$ cat src/rtl/game_controller.sv
// Match sequencer for the score datapath: gates operator score buttons into
// one/two/three pulses, runs the period/break clock with pause, counts periods.
module game_controller #(
  parameter int TICK_DIV    = 50_000_000,
  parameter int PERIOD_SEC  = 600,
  parameter int BREAK_SEC   = 60,
  parameter int NUM_PERIODS = 4,
  parameter int BUZZ_CYC    = 25_000_000
) (
  input  logic       clk,
  input  logic       rst,
  input  logic       start,
  input  logic       pause,
  input  logic       pt1,
  input  logic       pt2,
  input  logic       pt3,
  input  logic       team_sel,
  output logic       one,
  output logic       two,
  output logic       three,
  output logic       team,
  output logic [2:0] period,
  output logic [9:0] secs,
  output logic [2:0] state,
  output logic       buzzer
);

  localparam int PW = $clog2(TICK_DIV);
  localparam int BW = $clog2(BUZZ_CYC + 1);

  localparam logic [PW-1:0] TICK_MAX   = PW'(TICK_DIV - 1);
  localparam logic [BW-1:0] BUZZ_LOAD  = BW'(BUZZ_CYC);
  localparam logic [9:0]    PERIOD_LEN = 10'(PERIOD_SEC);
  localparam logic [9:0]    BREAK_LEN  = 10'(BREAK_SEC);
  localparam logic [2:0]    LAST_PER   = 3'(NUM_PERIODS);

  typedef enum logic [2:0] {
    S_IDLE    = 3'd0,
    S_RUNNING = 3'd1,
    S_PAUSED  = 3'd2,
    S_BREAK   = 3'd3,
    S_OVER    = 3'd4
  } state_t;

  state_t        cur_st, nxt_st;
  logic          start_prev, pause_prev;
  logic [2:0]    pt_prev;
  logic [PW-1:0] presc;
  logic [BW-1:0] buzz_cnt;

  logic       start_rise, pause_rise;
  logic [2:0] pt_rise;
  logic       live, counting, tick, expiry, presc_clr, buzz_load;

  always_comb begin
    // NOTE: every signal driven here gets a default first, so no path can infer a latch.
    nxt_st     = cur_st;
    start_rise = start & ~start_prev;
    pause_rise = pause & ~pause_prev;
    pt_rise    = {pt3, pt2, pt1} & ~pt_prev;
    live       = (cur_st == S_RUNNING) || (cur_st == S_PAUSED);
    counting   = (cur_st == S_RUNNING) || (cur_st == S_BREAK);
    tick       = counting && (presc == TICK_MAX);
    expiry     = tick && (secs == 10'd1);

    case (cur_st)
      S_IDLE:    if (start_rise) nxt_st = S_RUNNING;
      S_RUNNING: begin
        // Expiry outranks a simultaneous pause; a plain tick still lets pause through.
        if (expiry)          nxt_st = (period == LAST_PER) ? S_OVER : S_BREAK;
        else if (pause_rise) nxt_st = S_PAUSED;
      end
      S_PAUSED:  if (pause_rise) nxt_st = S_RUNNING;
      S_BREAK:   if (expiry) nxt_st = S_IDLE;
      S_OVER:    nxt_st = S_OVER;
      default:   nxt_st = S_IDLE;
    endcase

    // Pause and resume keep the partial second; every other entry restarts it.
    presc_clr = (nxt_st != cur_st) && (nxt_st != S_PAUSED) && (cur_st != S_PAUSED);
    buzz_load = (nxt_st != cur_st) && ((nxt_st == S_BREAK) || (nxt_st == S_OVER));
  end

  // NOTE: registers use non-blocking assignments so each one samples pre-edge values.
  always_ff @(posedge clk) begin
    if (!rst) begin
      cur_st     <= S_IDLE;
      period     <= 3'd1;
      secs       <= PERIOD_LEN;
      start_prev <= 1'b0;
      pause_prev <= 1'b0;
      pt_prev    <= 3'b000;
      presc      <= '0;
      buzz_cnt   <= '0;
      one        <= 1'b0;
      two        <= 1'b0;
      three      <= 1'b0;
      team       <= 1'b0;
    end else begin
      cur_st     <= nxt_st;
      start_prev <= start;
      pause_prev <= pause;
      pt_prev    <= {pt3, pt2, pt1};

      one   <= live & pt_rise[0];
      two   <= live & pt_rise[1] & ~pt_rise[0];
      three <= live & pt_rise[2] & ~(|pt_rise[1:0]);
      if (live && (|pt_rise)) team <= team_sel;

      if (presc_clr || tick) presc <= '0;
      else if (counting)     presc <= presc + PW'(1);

      // The break length is loaded one cycle after expiry so secs==0 is seen once.
      if (cur_st == S_BREAK && expiry) begin
        period <= period + 3'd1;
        secs   <= PERIOD_LEN;
      end else if (cur_st == S_BREAK && secs == 10'd0) begin
        secs <= BREAK_LEN;
      end else if (tick) begin
        secs <= secs - 10'd1;
      end

      if (buzz_load)              buzz_cnt <= BUZZ_LOAD;
      else if (buzz_cnt != '0)    buzz_cnt <= buzz_cnt - BW'(1);
    end
  end

  assign buzzer = (buzz_cnt != '0);
  assign state  = cur_st;

endmodule
$ cat config.mk
export PLATFORM = sky130hd
export DESIGN_NAME = game_controller
export DESIGN_NICKNAME = d
export VERILOG_FILES = /design/src/rtl/game_controller.sv
export SDC_FILE = /design/constraint.sdc
export NUM_CORES = 1
export LEC_CHECK = 0
export CAP_MARGIN = 20
export CORE_ASPECT_RATIO = 0.5
export CORE_MARGIN = 2
export CORE_UTILIZATION = 52
export DETAILED_ROUTE_END_ITERATION = 16
export PLACE_DENSITY = 0.75
export SKIP_CTS_REPAIR_TIMING = 1
export SLEW_MARGIN = 20
export SYNTH_ARGS = -nofsm -noshare
export SYNTH_HDL_FRONTEND = slang
export SYNTH_SLANG_ARGS = --single-unit
$ cat constraint.sdc
create_clock -name clk -period 2.2 [get_ports clk]
set_input_delay 0.44 -clock clk [delete_from_list [all_inputs] [get_ports clk]]
set_output_delay 0.44 -clock clk [all_outputs]
set_load 0.05 [all_outputs]
==> out/qor.yml <==
yosysMostFrequentCell: "dfxtp_1"
die_w_um: 121
fin_crit_ns: 2.59
finalWirelength_um: 7830
startpoint: "buzz_cnt[12]"
drtAntennaViolNets: 0
p_comb_share_pct: 43.2
critPathTopFamily: "simple AND/OR/NAND/NOR gates"
syn_to_final_growth_pct: 27.5
worstReg2RegStart: "buzz_cnt[12]"
pwr_density_cell_nw_per_um2: 1230
routabilityCongestion: 0.814
status: "finished, violations left"
die_area_um2: 7520
setup_viol: 10
worstMarginPinSlew_ns: 0.505
hp-class: "reg2reg"
maxCapViolCount: 0
critical_path_class: "reg2out"
grt_max_degree: 25
clock-root-buffer: "clkbuf_16"
drt-pass1-iter-count: 5
clk_latency_ns: 0.34
crit_required_ns: 1.76
grtUsageTotal_pct: 21.9
m1WireLength_um: 3410
synth_flop_cell: "dfxtp_1"
grt_pass1_vias: 2939
core_um2: 6620
path_max_fanout: 3
cts_tree: "done"
post_dp_cell_area_um2: 4130
p_sw_uw: 1920
synth_area_um2: 3540
fin_cells: 562
dr_wl_met3_um: 209
drtIter0Drc: 181
synth_edf_count: 0
pwr-share-seq_pct: 31.9
crit_path_top_delay_cell: "or4b_4"
leakage_uw: 0.00165
yosysTopAreaCell: "dfxtp_1"
setup_tns_ns: -0.677
max-vdd-ir-drop_v: 0.000557
placedCellCount: 544
maxSlewHeadroom_pct: 66.2
slew_viol_final: 0
ys_top_cells_by_area: "dfxtp_1 (43%), xnor2_1 (8.2%), nor2_1 (7.7%)"
drive_above_1_share_pct: 15.1
grt-ovfl-total: 0
ys_top_cells_by_count: "dfxtp_1 (76), nor2_1 (73), xnor2_1 (33)"
p_int_uw: 3640
arrival_ns: 2.15
final_area_um2: 4510
synthArstFlopShare_pct: 0
num_antenna_cells: 0
path_cells: "or4_4 -> or4b_4 -> or2_4 -> buf_6"
fmax_mhz: 387
io_buffers: 28
hold_violations: 0
cts_buffer_depth: 2
crit_buf_inv: 1
ys_warn_count: 0
ys_types: 46
htree_levels: 3
finalWorstSetupSlack_ns: -0.387
drcViolationCount: 0
cp-end-kind: "primary output"
nets: 480
failed_checks: "negative setup slack"
ioPinCount: 29
start_kind: "flop"
vias: 2997
grt_pass1_wl_um: 13000
top_layer_used: "met4"
p_clk_share_pct: 24.9
rsz0062_at_grt: "true"
synth_nets: 422
p_sw_share_pct: 34.6
synth_seq_area_share_pct: 43.0
cts.clk_slew.worst_paths_ns: 0.05
hold_path_startpoint: "team"
wl_per_cell_um: 13.9
synth_cells: 407
max_stage_delay_ns: 0.56
cts_made_buffers: 9
row_count: 21
clock-sinks: 76
synth.avg_cell_area_um2: 8.69
antenna_found_initial: 0
viasPerCell: 5.33
dp_hpwl_um: 5520
wl_met2_um: 4070
start_util_pct: 53.4
synth.top_cell.area_share_pct: 43.0
ys_ff_latch: 76
finClkSkew_ns: 0.00688
fin_crit_sh_pct: 118
die_height_um: 62.3
-- layout make-up --
type | count | area (µm²)
Sequential cell | 76 | 1530
Multi-Input combinational cell | 310 | 2010
Clock inverter | 1 | 5.00
Inverter | 9 | 33.8
Tap cell | 92 | 115
Fill cell | 526 | 2110
Timing Repair Buffer | 59 | 547
Clock buffer | 15 | 278
-- tightest hold or removal path: stages, from the launching register on --
cell and delay (ns):
dfxtp_1 0.33, nand2_1 0.06, a21boi_0 0.06
-- flip-flops by register name (all words and copies together) (netlist names), 3 cells and up --
signal and cells:
buzz_cnt 25, period 3, presc 26, pt_prev 3
secs 10, state 3
-- power groups by stage --
stage | clock (µW) | combinational (µW) | sequential, µW
3_3_place_gp | 0 | 1890 | 1770
4_1_cts | 1420 | 2000 | 1760
3_5_place_dp | 0 | 1970 | 1790
5_1_grt | 1470 | 2620 | 1800
2_1_floorplan | 0 | 1350 | 1780
6_report | 1380 | 2410 | 1770
-- layout by cell type, fill, tap and decap left out, drive strengths merged, types with 2 or more instances in the layout --
cell	n
nand2b	9
a211oi	2
mux2i	3
clkdlybuf4s50	27
nor4bb	2
nor2	73
nand2	32
nor4b	3
inv	9
nor3	11
and3	4
nand4b	4
nor4	10
nor2b	6
o21ai	9
a21boi	14
a21oi	8
nand4	8
ha	7
clkbuf	15
dfxtp	76
xor2	21
or4	5
and4	3
and2	6
and4b	2
o21a	3
or2	2
xnor2	33
nand3	18
or3	3
buf	32
-- kinds of logic (layout without fill, tap and decap cells) --
logic type      Yosys count  in the layout  synth area share (%)
compound gates           42             42                  7.89
xor+xnor                 54             54                  13.4
fa+ha+maj                 7              7                  2.48
buf+inv                  21             84                  2.51
flops                    76             76                  43.0
mux                       3              3                 0.849
simple gates            204            204                  29.9
-- per-stage QoR --
| step | hold WS (ns) | utilization (%) | total power (µW) | setup slack, ns |
|---|---|---|---|---|
| after floorplan | 0.446 | - | 3140 | -0.0213 |
| after global placement | 0.456 | 62.4 | 3650 | -0.0720 |
| after detailed placement | 0.489 | 62.4 | 3760 | -0.105 |
| after CTS | 0.496 | 66.7 | 5180 | -0.465 |
| after global routing | 0.515 | 68.1 | 5890 | -0.427 |
| final | 0.499 | 68.1 | 5560 | -0.387 |
-- layer usage --
layer,track usage [%],up-vias
met1,24.2,1436
met2,39.2,35
met3,6.43,14
met4,9.16,0
li1,-,1512
met5,0,-
-- path summary, 6_finish.rpt --
kind,cells after the start,slack (ns),end
worst max register to register,8,-0.10,buzz_cnt[2]
worst min-delay path,2,0.50,team
worst max-delay path,4,-0.39,buzzer
worst min register to register,2,0.50,team
No activity file was read; power rests on OpenSTA's default activity.
